File: config.mk
export PLATFORM = sky130hd
export DESIGN_NAME = serial_add_ctrl
export DESIGN_NICKNAME = d
export VERILOG_FILES = /design/src/rtl/serial_add_ctrl.sv
export SDC_FILE = /design/constraint.sdc
export NUM_CORES = 1
export LEC_CHECK = 0
export BUFFER_PORTS_ARGS = -buffer_cell sky130_fd_sc_hd__clkbuf_2
export CAP_MARGIN = 5
export CORE_ASPECT_RATIO = 0.7
export CORE_MARGIN = 2
export CORE_UTILIZATION = 40
export CTS_CLUSTER_DIAMETER = 50
export DETAILED_ROUTE_END_ITERATION = 8
export SLEW_MARGIN = 5
export SYNTH_ARGS = -nofsm -noshare
export SYNTH_HDL_FRONTEND = slang
export SYNTH_SLANG_ARGS = --single-unit
File: constraint.sdc
create_clock -name clk -period 1.3 [get_ports clk]
set_clock_uncertainty 0.05 [all_clocks]
set_input_delay 0 -clock clk [delete_from_list [all_inputs] [get_ports clk]]
set_output_delay 0 -clock clk [all_outputs]
set_load 0.05 [all_outputs]
File: src/rtl/serial_add_ctrl.sv
// Bit-serial adder: one full-adder cell stepped over WIDTH bits, LSB first.
// Operands are captured on start. A one-cycle done pulse marks the registered sum/cout.
module serial_add_ctrl #(
  parameter int WIDTH = 8
) (
  input  logic             clk,
  input  logic             rst,
  input  logic             start,
  input  logic [WIDTH-1:0] a,
  input  logic [WIDTH-1:0] b,
  input  logic             cin,
  output logic             busy,
  output logic             done,
  output logic [WIDTH-1:0] sum,
  output logic             cout
);

  localparam int CW = (WIDTH > 1) ? $clog2(WIDTH) : 1;

  typedef enum logic [1:0] {
    IDLE = 2'd0,
    RUN  = 2'd1,
    DONE = 2'd2
  } state_t;

  state_t           state_q, state_d;
  logic [WIDTH-1:0] a_sh_q, a_sh_d;
  logic [WIDTH-1:0] b_sh_q, b_sh_d;
  logic [WIDTH-1:0] sum_sh_q, sum_sh_d;
  logic [WIDTH-1:0] sum_q, sum_d;
  logic [CW-1:0]    bitcnt_q, bitcnt_d;
  logic             carry_q, carry_d;
  logic             cout_q, cout_d;
  logic             busy_q, busy_d;
  logic             done_q, done_d;
  logic             fa_sum, fa_cout;
  logic             last_bit;
  logic [WIDTH-1:0] sum_next;

  // The single 1-bit full-adder cell, fed from the low end of the shifters.
  always_comb begin
    fa_sum  = a_sh_q[0] ^ b_sh_q[0] ^ carry_q;
    fa_cout = (a_sh_q[0] & b_sh_q[0]) | (carry_q & (a_sh_q[0] ^ b_sh_q[0]));
  end

  // New sum bit enters at the MSB so that after WIDTH steps bit 0 sits at the LSB.
  if (WIDTH == 1) begin : g_sum_w1
    assign sum_next = fa_sum;
  end else begin : g_sum_wn
    assign sum_next = {fa_sum, sum_sh_q[WIDTH-1:1]};
  end

  assign last_bit = (bitcnt_q == CW'(WIDTH - 1));

  always_comb begin
    state_d  = state_q;
    a_sh_d   = a_sh_q;
    b_sh_d   = b_sh_q;
    sum_sh_d = sum_sh_q;
    sum_d    = sum_q;
    bitcnt_d = bitcnt_q;
    carry_d  = carry_q;
    cout_d   = cout_q;
    busy_d   = busy_q;
    done_d   = 1'b0;
    case (state_q)
      IDLE: begin
        if (start) begin
          a_sh_d   = a;
          b_sh_d   = b;
          carry_d  = cin;
          bitcnt_d = '0;
          busy_d   = 1'b1;
          state_d  = RUN;
        end
      end
      RUN: begin
        a_sh_d   = a_sh_q >> 1;
        b_sh_d   = b_sh_q >> 1;
        sum_sh_d = sum_next;
        carry_d  = fa_cout;
        bitcnt_d = bitcnt_q + CW'(1);
        if (last_bit) begin
          sum_d   = sum_next;
          cout_d  = fa_cout;
          busy_d  = 1'b0;
          done_d  = 1'b1;
          state_d = DONE;
        end
      end
      DONE: begin
        state_d = IDLE;
      end
      default: begin
        busy_d  = 1'b0;
        state_d = IDLE;
      end
    endcase
  end

  always_ff @(posedge clk or posedge rst) begin
    if (rst) begin
      state_q  <= IDLE;
      a_sh_q   <= '0;
      b_sh_q   <= '0;
      sum_sh_q <= '0;
      sum_q    <= '0;
      bitcnt_q <= '0;
      carry_q  <= 1'b0;
      cout_q   <= 1'b0;
      busy_q   <= 1'b0;
      done_q   <= 1'b0;
    end else begin
      state_q  <= state_d;
      a_sh_q   <= a_sh_d;
      b_sh_q   <= b_sh_d;
      sum_sh_q <= sum_sh_d;
      sum_q    <= sum_d;
      bitcnt_q <= bitcnt_d;
      carry_q  <= carry_d;
      cout_q   <= cout_d;
      busy_q   <= busy_d;
      done_q   <= done_d;
    end
  end

  assign busy = busy_q;
  assign done = done_q;
  assign sum  = sum_q;
  assign cout = cout_q;

endmodule

==> run_summary.xml, run 1 <==
<?xml version="1.0" encoding="UTF-8"?>
<metrics>
  <group name="grt">
    <metric name="overflow" unit="">0</metric>
    <metric name="number_of_global_route_vias_before_repair" unit="">1363</metric>
    <metric name="grt_max_degree" unit="">41</metric>
    <metric name="grt_util_all_layers" unit="%">17.6</metric>
    <metric name="grt_pass1_wl" unit="um">6400</metric>
    <metric name="antenna_violations_before_repair" unit="">0</metric>
  </group>
  <group name="power_and_ir_drop">
    <metric name="power.share.clock" unit="%">17.6</metric>
    <metric name="power" unit="mW">6.07</metric>
    <metric name="power.density_cell_area" unit="mW/mm^2">2470</metric>
    <metric name="seq_power_share" unit="%">35.7</metric>
    <metric name="cellInternalPower" unit="mW">3.70</metric>
    <metric name="p_leak" unit="nW">1.19</metric>
    <metric name="max-vdd-ir-drop" unit="uV">1110</metric>
    <metric name="net-switching-power" unit="mW">2.37</metric>
    <metric name="pwr-share-comb" unit="%">46.7</metric>
    <metric name="switching_share" unit="%">39.0</metric>
  </group>
  <group name="worst_setup_path">
    <metric name="cp_data_arrival_time" unit="ps">1500</metric>
    <metric name="required" unit="ps">1420</metric>
    <metric name="crit_path_leading_delay_family" unit="">flip-flops</metric>
    <metric name="critPathLaunchType" unit="">flip-flop</metric>
    <metric name="cp_num_buf_inv" unit="">1</metric>
    <metric name="endpoint_kind" unit="">flip-flop</metric>
    <metric name="worst_path_largest_cell_delay" unit="ps">400</metric>
    <metric name="worst-setup-path-type" unit="">reg -&gt; reg</metric>
    <metric name="crit_path_max_fanout" unit="">6</metric>
    <metric name="crit_chain" unit="">ha_2 -&gt; ha_4 -&gt; nand2_8 -&gt; inv_8 -&gt; mux2_4</metric>
    <metric name="timing.critical_path.slowest_stage_cell" unit="">sky130_fd_sc_hd__dfrtp_1</metric>
  </group>
  <group name="route">
    <metric name="vias_per_cell" unit="">4.90</metric>
    <metric name="detail_route.iter0.violations" unit="">92</metric>
    <metric name="routed_wirelength" unit="um">3840</metric>
    <metric name="drc_errors" unit="">0</metric>
    <metric name="wire_length_per_cell" unit="um">14.1</metric>
    <metric name="drt.antenna.violating_nets" unit="">0</metric>
    <metric name="firstDrtPassIters" unit="">4</metric>
    <metric name="vias" unit="">1338</metric>
  </group>
  <group name="finish">
    <metric name="number_of_antenna_diodes" unit="">0</metric>
    <metric name="layout-drive-gt1-share" unit="%">39.0</metric>
    <metric name="count_of_nets_after_finishing" unit="">240</metric>
    <metric name="final-instance-count-excl-fill" unit="">273</metric>
    <metric name="final_common_cell" unit="">sky130_fd_sc_hd__dfrtp_1</metric>
    <metric name="n_fill_cell" unit="">369</metric>
    <metric name="area_growth" unit="%">41.4</metric>
    <metric name="final_util" unit="%">57.7</metric>
    <metric name="final_cell_mix" unit="">sky130_fd_sc_hd__dfrtp_1 (40), sky130_fd_sc_hd__clkbuf_2 (30), sky130_fd_sc_hd__nand2_1 (25)</metric>
  </group>
  <group name="synthesis">
    <metric name="synth.ff_latch_count" unit="">40</metric>
    <metric name="synth_top_area_share" unit="%">57.6</metric>
    <metric name="ys_types" unit="">31</metric>
    <metric name="post_synth_inst_count" unit="">151</metric>
    <metric name="post_synth_instance_area" unit="mm^2">0.00174</metric>
    <metric name="synth_warnings" unit="">0</metric>
    <metric name="synth_nets" unit="">174</metric>
    <metric name="synth-seq-area-share" unit="%">57.6</metric>
    <metric name="synth_area_leader_cell" unit="">sky130_fd_sc_hd__dfrtp_1</metric>
    <metric name="post_synth_main_area_contributors" unit="">sky130_fd_sc_hd__dfrtp_1 (58%), sky130_fd_sc_hd__mux2_1 (5.8%), sky130_fd_sc_hd__nand2_1 (5.4%), sky130_fd_sc_hd__o22ai_1 (2.9%), sky130_fd_sc_hd__a2bb2oi_1 (2.5%)</metric>
    <metric name="syn_area_per_cell" unit="um^2">11.5</metric>
  </group>
  <group name="timing">
    <metric name="hold_viol" unit="">0</metric>
    <metric name="min_period" unit="ps">1370</metric>
    <metric name="timing.final.ws_setup" unit="ps">-75.0</metric>
    <metric name="slew_violations" unit="">0</metric>
    <metric name="worst_pin_slew" unit="ps">516</metric>
    <metric name="final.period_utilization" unit="%">106</metric>
    <metric name="final-setup-viol-count" unit="">12</metric>
    <metric name="slew-limit-headroom" unit="%">65.6</metric>
    <metric name="setup-tns-final" unit="ps">-650</metric>
    <metric name="rsz_0062_raised_after_global_routing" unit="">true</metric>
    <metric name="timing.fmax" unit="MHz">727</metric>
  </group>
  <group name="placed_design">
    <metric name="gp_congestion" unit="">0.771</metric>
    <metric name="place_hpwl" unit="um">2610</metric>
    <metric name="io_buffer_count" unit="">30</metric>
    <metric name="preCtsSetupSlack" unit="ps">-127</metric>
    <metric name="numPlacedInstances" unit="">249</metric>
  </group>
  <group name="outcome">
    <metric name="status" unit="">finished, violations left</metric>
    <metric name="violations" unit="">setup timing</metric>
  </group>
  <group name="die">
    <metric name="die_w" unit="um">82.8</metric>
    <metric name="initial_utilization" unit="%">40.8</metric>
    <metric name="core.rowCount" unit="">20</metric>
    <metric name="die_outline_area" unit="mm^2">0.00489</metric>
    <metric name="ios" unit="">31</metric>
    <metric name="die-height" unit="um">59.1</metric>
    <metric name="core_area" unit="mm^2">0.00425</metric>
  </group>
  <group name="clocking">
    <metric name="clkSlewWorstSetupHoldPaths" unit="ps">90</metric>
    <metric name="cts-root-buf" unit="">sky130_fd_sc_hd__clkbuf_8</metric>
    <metric name="numCtsBuffers" unit="">5</metric>
    <metric name="cts_tree" unit="">built</metric>
    <metric name="cts.htree.levels" unit="">2</metric>
    <metric name="clk_path_buf_depth" unit="">2</metric>
    <metric name="clock_sinks" unit="">40</metric>
    <metric name="worst_skew_pair.late_latency" unit="ps">290</metric>
  </group>
  <group name="job">
    <metric name="max_cap_viol_count" unit="">0</metric>
  </group>
  <group name="worst_hold_path">
    <metric name="min-delay-path-class" unit="">in -&gt; reg</metric>
  </group>
</metrics>
worst reg2reg max path, cell delays in order, from the launching register on:
cell	delay (ps)
sky130_fd_sc_hd__dfrtp_1	400
sky130_fd_sc_hd__ha_2	190
sky130_fd_sc_hd__ha_4	180
sky130_fd_sc_hd__nand2_8	90
sky130_fd_sc_hd__inv_8	50
sky130_fd_sc_hd__mux2_4	300
path summary, 6_finish.rpt:
path,start,to,slack [ps],depth (start not counted)
max reg2reg,bitcnt_q[1]$_DFFE_PP0P_,cout$_DFFE_PP0P_,-70,5
min in group asynchronous,rst,sum[7]$_DFFE_PP0P_,300,4
max in group asynchronous,rst,a_sh_q[5]$_DFFE_PP0P_,530,4
min reg2reg,sum_sh_q[6]$_DFFE_PP0P_,sum_sh_q[5]$_DFFE_PP0P_,450,2
min,b[6],b_sh_q[6]$_DFFE_PP0P_,40,3
max,bitcnt_q[1]$_DFFE_PP0P_,cout$_DFFE_PP0P_,-70,5
cell families after synthesis:
logic type / count (synthesis) / share of synthesized area, %
flops: 40 / 57.6
fa+ha+maj: 3 / 2.59
mux: 9 / 5.84
compound gates: 38 / 15.9
simple gates: 43 / 13.1
buf+inv: 18 / 4.97
cells in the mapped netlist:
cell                        count
sky130_fd_sc_hd__a21oi_1        2
sky130_fd_sc_hd__a221o_1        2
sky130_fd_sc_hd__a221oi_1       2
sky130_fd_sc_hd__a22o_1         3
sky130_fd_sc_hd__a22oi_1        3
sky130_fd_sc_hd__a2bb2oi_1      5
sky130_fd_sc_hd__buf_2          4
sky130_fd_sc_hd__buf_4          3
sky130_fd_sc_hd__dfrtp_1       40
sky130_fd_sc_hd__fa_1           1
sky130_fd_sc_hd__ha_1           2
sky130_fd_sc_hd__inv_1          7
sky130_fd_sc_hd__inv_2          3
sky130_fd_sc_hd__inv_4          1
sky130_fd_sc_hd__mux2_1         9
sky130_fd_sc_hd__nand2_1       25
sky130_fd_sc_hd__nand2_4        1
sky130_fd_sc_hd__nand2b_1       5
sky130_fd_sc_hd__nand3b_1       2
sky130_fd_sc_hd__nor2_1         1
sky130_fd_sc_hd__nor2_4         2
sky130_fd_sc_hd__nor2b_1        3
sky130_fd_sc_hd__nor2b_4        1
sky130_fd_sc_hd__nor3_1         2
sky130_fd_sc_hd__nor3b_1        1
sky130_fd_sc_hd__o21ai_0        1
sky130_fd_sc_hd__o21ai_1        8
sky130_fd_sc_hd__o21ai_2        1
sky130_fd_sc_hd__o221a_1        2
sky130_fd_sc_hd__o22a_1         1
sky130_fd_sc_hd__o22ai_1        8
per-stage QoR:
step,instance area [um^2],hold WS (ps)
after global placement,2080,69.4
after CTS,2380,30.6
after global routing,2460,33.1
after detailed placement,2080,82.5
final,2460,37.0
after floorplan,1750,77.3
layer usage:
layer / share of wire [%] / vias up / track usage [%]
li1: - / 662 / -
met1: 49 / 645 / 24.4
met2: 45 / 29 / 27.5
met3: 5.5 / 2 / 5.03
met4: 0.39 / 0 / 4.22
met5: 0 / - / 0
area by class of cell:
class / instances / area (um^2) / area share (%)
Multi-Input combinational cell: 93 / 741 / 30.2
Inverter: 11 / 48.8 / 1.99
Clock inverter: 2 / 38.8 / 1.58
Timing Repair Buffer: 66 / 475 / 19.4
Clock buffer: 6 / 82.6 / 3.36
Tap cell: 55 / 68.8 / 2.80
Sequential cell: 40 / 1000 / 40.8
what timing repair did:
item | 4_1_cts | 5_1_grt
resized for setup | 10 | 14
pin swaps | 3 | 7
hold endpoints to repair | 52 | 0
hold buffers | 13 | 0
buffers inserted | 2 | 2
endpoints found under the setup margin | 12 | 27
flip-flops by register name, indices dropped and copies added, names as in the netlist:
name and count:
sum 8, carry_q 1, a_sh_q 8, b_sh_q 8, busy 1, done 1
state_q 2, cout 1, sum_sh_q 7, bitcnt_q 3
power groups by stage:
| stage | clock network (mW) | logic [mW] | registers [mW] |
|---|---|---|---|
| detailed placement | 0 | 2.51 | 2.17 |
| finish | 1.07 | 2.83 | 2.17 |
| CTS | 1.09 | 2.69 | 2.16 |
| global route | 1.16 | 3.10 | 2.24 |
| global placement | 0 | 2.45 | 2.14 |
| floorplan | 0 | 1.31 | 2.61 |
Note: power is estimated with default switching activity, not from simulation.
==> run 2: changes to the inputs <==
--- a/config.mk
+++ b/config.mk
@@ -9,9 +9,10 @@
 export CAP_MARGIN = 5
 export CORE_ASPECT_RATIO = 0.7
 export CORE_MARGIN = 2
-export CORE_UTILIZATION = 40
+export CORE_UTILIZATION = 49
 export CTS_CLUSTER_DIAMETER = 50
 export DETAILED_ROUTE_END_ITERATION = 8
+export PLACE_DENSITY = 0.74
 export SLEW_MARGIN = 5
 export SYNTH_ARGS = -nofsm -noshare
 export SYNTH_HDL_FRONTEND = slang
==> run 2 against run 1 <==
Effect of this change: the flow still finishes with violations (setup timing); routed wire length up 2.8%; worst setup slack worse by 23 ps; clock power down 21%; critical path depth unchanged; register-to-register slack worse by 20 ps; die area down 17%; sequential share of layout area up 2.1 points; sequential power about the same; largest cell class unchanged; highest routed layer unchanged.
==> run_summary.xml, run 2 (same netlist as run 1, synthesis figures left out) <==
<?xml version="1.0" encoding="UTF-8"?>
<metrics>
  <group name="clocking">
    <metric name="worst_skew_pair.late_latency" unit="ps">290</metric>
    <metric name="clock_sinks" unit="">40</metric>
    <metric name="cts.htree.levels" unit="">2</metric>
    <metric name="cts_tree" unit="">built</metric>
    <metric name="clkSlewWorstSetupHoldPaths" unit="ps">70</metric>
    <metric name="cts-root-buf" unit="">sky130_fd_sc_hd__clkbuf_8</metric>
    <metric name="clk_path_buf_depth" unit="">2</metric>
    <metric name="numCtsBuffers" unit="">5</metric>
  </group>
  <group name="finish">
    <metric name="layout-drive-gt1-share" unit="%">36.0</metric>
    <metric name="count_of_nets_after_finishing" unit="">233</metric>
    <metric name="final-instance-count-excl-fill" unit="">261</metric>
    <metric name="number_of_antenna_diodes" unit="">0</metric>
    <metric name="final_common_cell" unit="">sky130_fd_sc_hd__dfrtp_1</metric>
    <metric name="final_cell_mix" unit="">sky130_fd_sc_hd__dfrtp_1 (40), sky130_fd_sc_hd__clkbuf_2 (30), sky130_fd_sc_hd__nand2_1 (25)</metric>
    <metric name="area_growth" unit="%">34.4</metric>
    <metric name="final_design_area_no_fill" unit="mm^2">0.00233</metric>
  </group>
  <group name="power_and_ir_drop">
    <metric name="pwr-share-comb" unit="%">47.4</metric>
    <metric name="net-switching-power" unit="mW">2.37</metric>
    <metric name="p_leak" unit="nW">1.12</metric>
    <metric name="seq_power_share" unit="%">37.9</metric>
    <metric name="max-vdd-ir-drop" unit="uV">1280</metric>
    <metric name="power.density_cell_area" unit="mW/mm^2">2470</metric>
    <metric name="power.share.clock" unit="%">14.6</metric>
    <metric name="switching_share" unit="%">41.1</metric>
    <metric name="cellInternalPower" unit="mW">3.40</metric>
  </group>
  <group name="placed_design">
    <metric name="gp_congestion" unit="">0.789</metric>
    <metric name="io_buffer_count" unit="">30</metric>
    <metric name="place_hpwl" unit="um">2610</metric>
    <metric name="numPlacedInstances" unit="">238</metric>
    <metric name="postPlaceCellArea" unit="mm^2">0.00203</metric>
  </group>
  <group name="timing">
    <metric name="timing.fmax" unit="MHz">715</metric>
    <metric name="setup-tns-final" unit="ps">-750</metric>
    <metric name="hold_viol" unit="">0</metric>
    <metric name="final-setup-viol-count" unit="">11</metric>
    <metric name="worst_pin_slew" unit="ps">496</metric>
    <metric name="slew_violations" unit="">0</metric>
    <metric name="timing.final.ws_setup" unit="ps">-97.8</metric>
    <metric name="slew-limit-headroom" unit="%">67.0</metric>
    <metric name="min_period" unit="ps">1400</metric>
    <metric name="final.period_utilization" unit="%">108</metric>
    <metric name="rsz_0062_raised_after_global_routing" unit="">true</metric>
  </group>
  <group name="die">
    <metric name="ios" unit="">31</metric>
    <metric name="core_area" unit="mm^2">0.00347</metric>
    <metric name="core.rowCount" unit="">18</metric>
    <metric name="die-height" unit="um">53.8</metric>
    <metric name="die_w" unit="um">75.2</metric>
    <metric name="initial_utilization" unit="%">50.1</metric>
    <metric name="die_outline_area" unit="mm^2">0.00404</metric>
  </group>
  <group name="worst_setup_path">
    <metric name="timing.critical_path.slowest_stage_cell" unit="">sky130_fd_sc_hd__dfrtp_1</metric>
    <metric name="cp_num_buf_inv" unit="">1</metric>
    <metric name="worst_path_largest_cell_delay" unit="ps">400</metric>
    <metric name="crit_path_max_fanout" unit="">6</metric>
    <metric name="cp_data_arrival_time" unit="ps">1520</metric>
    <metric name="crit_path_leading_delay_family" unit="">flip-flops</metric>
    <metric name="critPathLaunchType" unit="">flip-flop</metric>
    <metric name="required" unit="ps">1420</metric>
    <metric name="endpoint_kind" unit="">flip-flop</metric>
    <metric name="crit_chain" unit="">ha_2 -&gt; ha_4 -&gt; nand2_8 -&gt; inv_8 -&gt; mux2_4</metric>
    <metric name="worst-setup-path-type" unit="">reg -&gt; reg</metric>
  </group>
  <group name="job">
    <metric name="max_cap_viol_count" unit="">0</metric>
  </group>
  <group name="route">
    <metric name="routed_wirelength" unit="um">3950</metric>
    <metric name="drt.antenna.violating_nets" unit="">0</metric>
    <metric name="drc_errors" unit="">0</metric>
    <metric name="detail_route.iter0.violations" unit="">90</metric>
    <metric name="vias" unit="">1343</metric>
    <metric name="firstDrtPassIters" unit="">4</metric>
    <metric name="vias_per_cell" unit="">5.15</metric>
    <metric name="wire_length_per_cell" unit="um">15.1</metric>
  </group>
  <group name="grt">
    <metric name="antenna_violations_before_repair" unit="">0</metric>
    <metric name="grt_max_degree" unit="">41</metric>
    <metric name="grt_pass1_wl" unit="um">6220</metric>
    <metric name="overflow" unit="">0</metric>
    <metric name="grt_util_all_layers" unit="%">21.4</metric>
    <metric name="number_of_global_route_vias_before_repair" unit="">1317</metric>
  </group>
  <group name="outcome">
    <metric name="violations" unit="">setup timing</metric>
    <metric name="status" unit="">finished, violations left</metric>
  </group>
  <group name="worst_hold_path">
    <metric name="min-delay-path-class" unit="">in -&gt; reg</metric>
  </group>
</metrics>
## run 2: layer usage
layer  global-route usage [%]  wire length, um  vias up  part of all wire (%)
met4                     6.43               27        0                  0.68
met3                     7.30              129        3                   3.3
met5                        0                0        -                     0
met2                     31.3             1870       26                    47
met1                     30.2             1920      670                    49
li1                         -                -      644                     -
## run 2: through the flow
stage	hold WS (ps)	setup WS, ps	utilization, %	power, mW
floorplan	77.3	-39.4	-	3.91
global placement	69.9	-60.6	58.4	4.50
detailed placement	76.0	-128	58.4	4.63
CTS	12.3	-96.2	65.5	5.61
global route	28.4	-126	67.3	6.15
finish	3.98	-97.8	67.3	5.76
## run 2: power by group through the flow
stage               Clock (mW)  Combinational [mW]  Sequential (mW)
floorplan                    0                1.31             2.61
global placement             0                2.35             2.15
detailed placement           0                2.44             2.19
CTS                      0.840                2.59             2.18
global route             0.914                2.99             2.25
finish                   0.844                2.73             2.19
## run 2: tightest hold or removal path: cells and delay by family
family,cells,cell delay [ps]
AOI/OAI and AO/OA,2,210
buffers and inverters,1,80
## run 2: worst paths after layout
path	from	to	slack (ps)	cells past startpoint
hold reg to reg	sum_sh_q[1]$_DFFE_PP0P_	sum_sh_q[1]$_DFFE_PP0P_	440	2
min in group asynchronous	rst	sum_sh_q[1]$_DFFE_PP0P_	320	4
setup reg to reg	bitcnt_q[0]$_DFFE_PP0P_	sum[1]$_DFFE_PP0P_	-100	5
max in group asynchronous	rst	bitcnt_q[1]$_DFFE_PP0P_	540	4
setup / recovery	bitcnt_q[0]$_DFFE_PP0P_	sum[1]$_DFFE_PP0P_	-100	5
hold / removal	a[1]	a_sh_q[1]$_DFFE_PP0P_	4	3
## run 2: what timing repair did
item                       CTS  global route
gates resized for setup     10             8
hold buffers                12             0
hold endpoints to repair    51             0
setup buffers                0             3
gates cloned                 0             0
pin swaps                    3             5
setup endpoints to repair   11            21
## run 2: final cells by class
class / instances / area, um^2
clock buffer: 8 / 90.1
fill: 254 / 1130
inverter: 11 / 48.8
multi-input combinational: 93 / 733
sequential: 40 / 1000
tap: 50 / 62.6
timing repair buffer: 59 / 398
==> run 3: changes to the inputs <==
--- a/config.mk
+++ b/config.mk
@@ -13,6 +13,7 @@
 export CTS_CLUSTER_DIAMETER = 50
 export DETAILED_ROUTE_END_ITERATION = 8
 export PLACE_DENSITY = 0.74
+export RECOVER_POWER = 100
 export SLEW_MARGIN = 5
 export SYNTH_ARGS = -nofsm -noshare
 export SYNTH_HDL_FRONTEND = slang
==> run 3 against run 2 <==
Effect of this change: the run still ends with setup timing left; first-iteration DRC count fell by 5.6%; core utilization down 0.29 points; via count up 1.0%; sequential cell count stayed put; non-clock buffer count unchanged; combinational power barely moved; design area decreased by 0.43%; hold slack about the same; die area unchanged; count of clock-buffer cells in the layout unchanged; register-to-register slack is essentially flat; largest cell class unchanged.
==> run_summary.xml, run 3 (same netlist as run 1, synthesis figures left out) <==
<?xml version="1.0" encoding="UTF-8"?>
<metrics>
  <group name="outcome">
    <metric name="status" unit="">finished, violations left</metric>
    <metric name="violations" unit="">setup timing</metric>
  </group>
  <group name="grt">
    <metric name="antenna_violations_before_repair" unit="">0</metric>
    <metric name="grt_util_all_layers" unit="%">21.4</metric>
    <metric name="grt_max_degree" unit="">41</metric>
    <metric name="number_of_global_route_vias_before_repair" unit="">1317</metric>
    <metric name="overflow" unit="">0</metric>
    <metric name="grt_pass1_wl" unit="um">6220</metric>
  </group>
  <group name="worst_setup_path">
    <metric name="timing.reg2reg.worst_path_depth" unit="">5</metric>
    <metric name="crit_path_max_fanout" unit="">6</metric>
    <metric name="ff2ff_setup_slack" unit="ps">-100</metric>
    <metric name="critPathLaunchType" unit="">flip-flop</metric>
    <metric name="cp_data_arrival_time" unit="ps">1520</metric>
    <metric name="worst-setup-path-type" unit="">reg -&gt; reg</metric>
    <metric name="critical_path.reg2reg.endpoint" unit="">sum[1]$_DFFE_PP0P_</metric>
    <metric name="r2r_start" unit="">bitcnt_q[0]$_DFFE_PP0P_</metric>
    <metric name="required" unit="ps">1420</metric>
    <metric name="endpoint_kind" unit="">flip-flop</metric>
  </group>
  <group name="worst_hold_path">
    <metric name="min-delay-path-class" unit="">in -&gt; reg</metric>
    <metric name="worstHoldPathCells" unit="">3</metric>
    <metric name="hold_path.startpoint" unit="">a[1]</metric>
    <metric name="hold_path_end" unit="">a_sh_q[1]$_DFFE_PP0P_</metric>
  </group>
  <group name="route">
    <metric name="routed_wirelength" unit="um">3930</metric>
    <metric name="drt.antenna.violating_nets" unit="">0</metric>
    <metric name="wire_length_per_cell" unit="um">15.1</metric>
    <metric name="vias_per_cell" unit="">5.20</metric>
    <metric name="drc_errors" unit="">0</metric>
    <metric name="firstDrtPassIters" unit="">4</metric>
    <metric name="vias" unit="">1357</metric>
    <metric name="detail_route.iter0.violations" unit="">85</metric>
  </group>
  <group name="placed_design">
    <metric name="io_buffer_count" unit="">30</metric>
    <metric name="gp_congestion" unit="">0.789</metric>
    <metric name="postPlaceCellArea" unit="mm^2">0.00203</metric>
    <metric name="preCtsSetupSlack" unit="ps">-128</metric>
    <metric name="place_hpwl" unit="um">2610</metric>
  </group>
  <group name="die">
    <metric name="core.rowCount" unit="">18</metric>
    <metric name="initial_utilization" unit="%">50.1</metric>
    <metric name="die-height" unit="um">53.8</metric>
    <metric name="die_outline_area" unit="mm^2">0.00404</metric>
    <metric name="core_area" unit="mm^2">0.00347</metric>
    <metric name="die_w" unit="um">75.2</metric>
    <metric name="ios" unit="">31</metric>
  </group>
  <group name="job">
    <metric name="max_cap_viol_count" unit="">0</metric>
  </group>
  <group name="clocking">
    <metric name="clock_sinks" unit="">40</metric>
    <metric name="clk_path_buf_depth" unit="">2</metric>
    <metric name="numCtsBuffers" unit="">5</metric>
    <metric name="clkSlewWorstSetupHoldPaths" unit="ps">70</metric>
    <metric name="cts-root-buf" unit="">sky130_fd_sc_hd__clkbuf_8</metric>
    <metric name="worst_skew_pair.late_latency" unit="ps">290</metric>
    <metric name="cts.htree.levels" unit="">2</metric>
    <metric name="cts_tree" unit="">built</metric>
  </group>
  <group name="timing">
    <metric name="timing.fmax" unit="MHz">715</metric>
    <metric name="final.period_utilization" unit="%">108</metric>
    <metric name="timing.final.ws_setup" unit="ps">-98.2</metric>
    <metric name="rsz_0062_raised_after_global_routing" unit="">true</metric>
    <metric name="slew-limit-headroom" unit="%">60.3</metric>
    <metric name="hold_viol" unit="">0</metric>
    <metric name="final-setup-viol-count" unit="">18</metric>
    <metric name="slew_violations" unit="">0</metric>
    <metric name="timing.hold.ws" unit="ps">3.52</metric>
    <metric name="min_period" unit="ps">1400</metric>
    <metric name="worst_pin_slew" unit="ps">598</metric>
  </group>
  <group name="finish">
    <metric name="number_of_antenna_diodes" unit="">0</metric>
    <metric name="layout-drive-gt1-share" unit="%">34.1</metric>
    <metric name="count_of_nets_after_finishing" unit="">233</metric>
    <metric name="final_design_area_no_fill" unit="mm^2">0.00232</metric>
    <metric name="final_cell_mix" unit="">sky130_fd_sc_hd__dfrtp_1 (40), sky130_fd_sc_hd__clkbuf_2 (28), sky130_fd_sc_hd__nand2_1 (25)</metric>
    <metric name="final_util" unit="%">67.0</metric>
    <metric name="final_common_cell" unit="">sky130_fd_sc_hd__dfrtp_1</metric>
    <metric name="n_fill_cell" unit="">259</metric>
    <metric name="area_growth" unit="%">33.8</metric>
  </group>
  <group name="power_and_ir_drop">
    <metric name="power" unit="mW">5.73</metric>
    <metric name="pwr-share-comb" unit="%">47.2</metric>
    <metric name="net-switching-power" unit="mW">2.37</metric>
    <metric name="seq_power_share" unit="%">38.1</metric>
    <metric name="switching_share" unit="%">41.3</metric>
    <metric name="power.share.clock" unit="%">14.7</metric>
    <metric name="p_leak" unit="nW">1.11</metric>
    <metric name="power.density_cell_area" unit="mW/mm^2">2470</metric>
    <metric name="max-vdd-ir-drop" unit="uV">1280</metric>
    <metric name="cellInternalPower" unit="mW">3.36</metric>
  </group>
</metrics>
[run 3: changes by cell type in the layout (fill, tap and decap cells not counted)]
cell                       before  now
sky130_fd_sc_hd__buf_4         17   14
sky130_fd_sc_hd__clkbuf_1       2    6
sky130_fd_sc_hd__clkbuf_4       0    1
sky130_fd_sc_hd__clkbuf_2      30   28
[run 3: power groups by stage]
stage | Sequential (mW) | Clock [mW] | Combinational, mW
final | 2.18 | 0.841 | 2.70
after CTS | 2.18 | 0.840 | 2.59
after global placement | 2.15 | 0 | 2.35
after detailed placement | 2.19 | 0 | 2.44
after global routing | 2.25 | 0.914 | 2.96
after floorplan | 2.61 | 0 | 1.31
[run 3: worst max path at each step]
stage / start / to
5_1_grt: bitcnt_q[0]$_DFFE_PP0P_ / sum[1]$_DFFE_PP0P_
6_report: bitcnt_q[0]$_DFFE_PP0P_ / sum[1]$_DFFE_PP0P_
2_1_floorplan: bitcnt_q[0]$_DFFE_PP0P_ / sum[7]$_DFFE_PP0P_
3_3_place_gp: bitcnt_q[1]$_DFFE_PP0P_ / sum[0]$_DFFE_PP0P_
4_1_cts: bitcnt_q[0]$_DFFE_PP0P_ / sum[7]$_DFFE_PP0P_
3_5_place_dp: bitcnt_q[0]$_DFFE_PP0P_ / sum[1]$_DFFE_PP0P_
[run 3: per-stage QoR]
stage	instances	setup TNS, ps
after detailed placement	238	-801
after global routing	261	-2110
after global placement	238	-388
after floorplan	151	-223
final	261	-955
after CTS	258	-726
[run 3: area by class of cell]
class | count | area [um^2] | share of cell area (%)
flip-flops and latches | 40 | 1000 | 43.1
multi-input cells | 93 | 733 | 31.6
repair buffers | 59 | 388 | 16.7
clock buffers | 8 | 90.1 | 3.88
well taps | 50 | 62.6 | 2.69
inverters | 11 | 48.8 | 2.10
[run 3: per-layer routing]
| layer | vias to the layer above | GRT usage [%] | part of all wire, % |
|---|---|---|---|
| li1 | 646 | - | - |
| met1 | 673 | 30.2 | 49 |
| met2 | 33 | 31.3 | 47 |
| met3 | 5 | 7.30 | 3.1 |
| met4 | 0 | 6.43 | 1.0 |
| met5 | - | 0 | 0 |
[run 3: what timing repair did]
item	in CTS	in global routing
hold endpoints to repair	51	0
gates cloned	0	0
buffers inserted	0	3
endpoints found under the setup margin	11	21
gates resized for setup	10	8
hold buffers	12	0
pin swaps	3	5
[run 3: worst max-delay path, cell delays in order, from the launching register on]
cell                      delay [ps]
sky130_fd_sc_hd__dfrtp_1         400
sky130_fd_sc_hd__ha_2            210
sky130_fd_sc_hd__ha_4            180
sky130_fd_sc_hd__nand2_8          90
sky130_fd_sc_hd__inv_8            50
sky130_fd_sc_hd__mux2_4          290
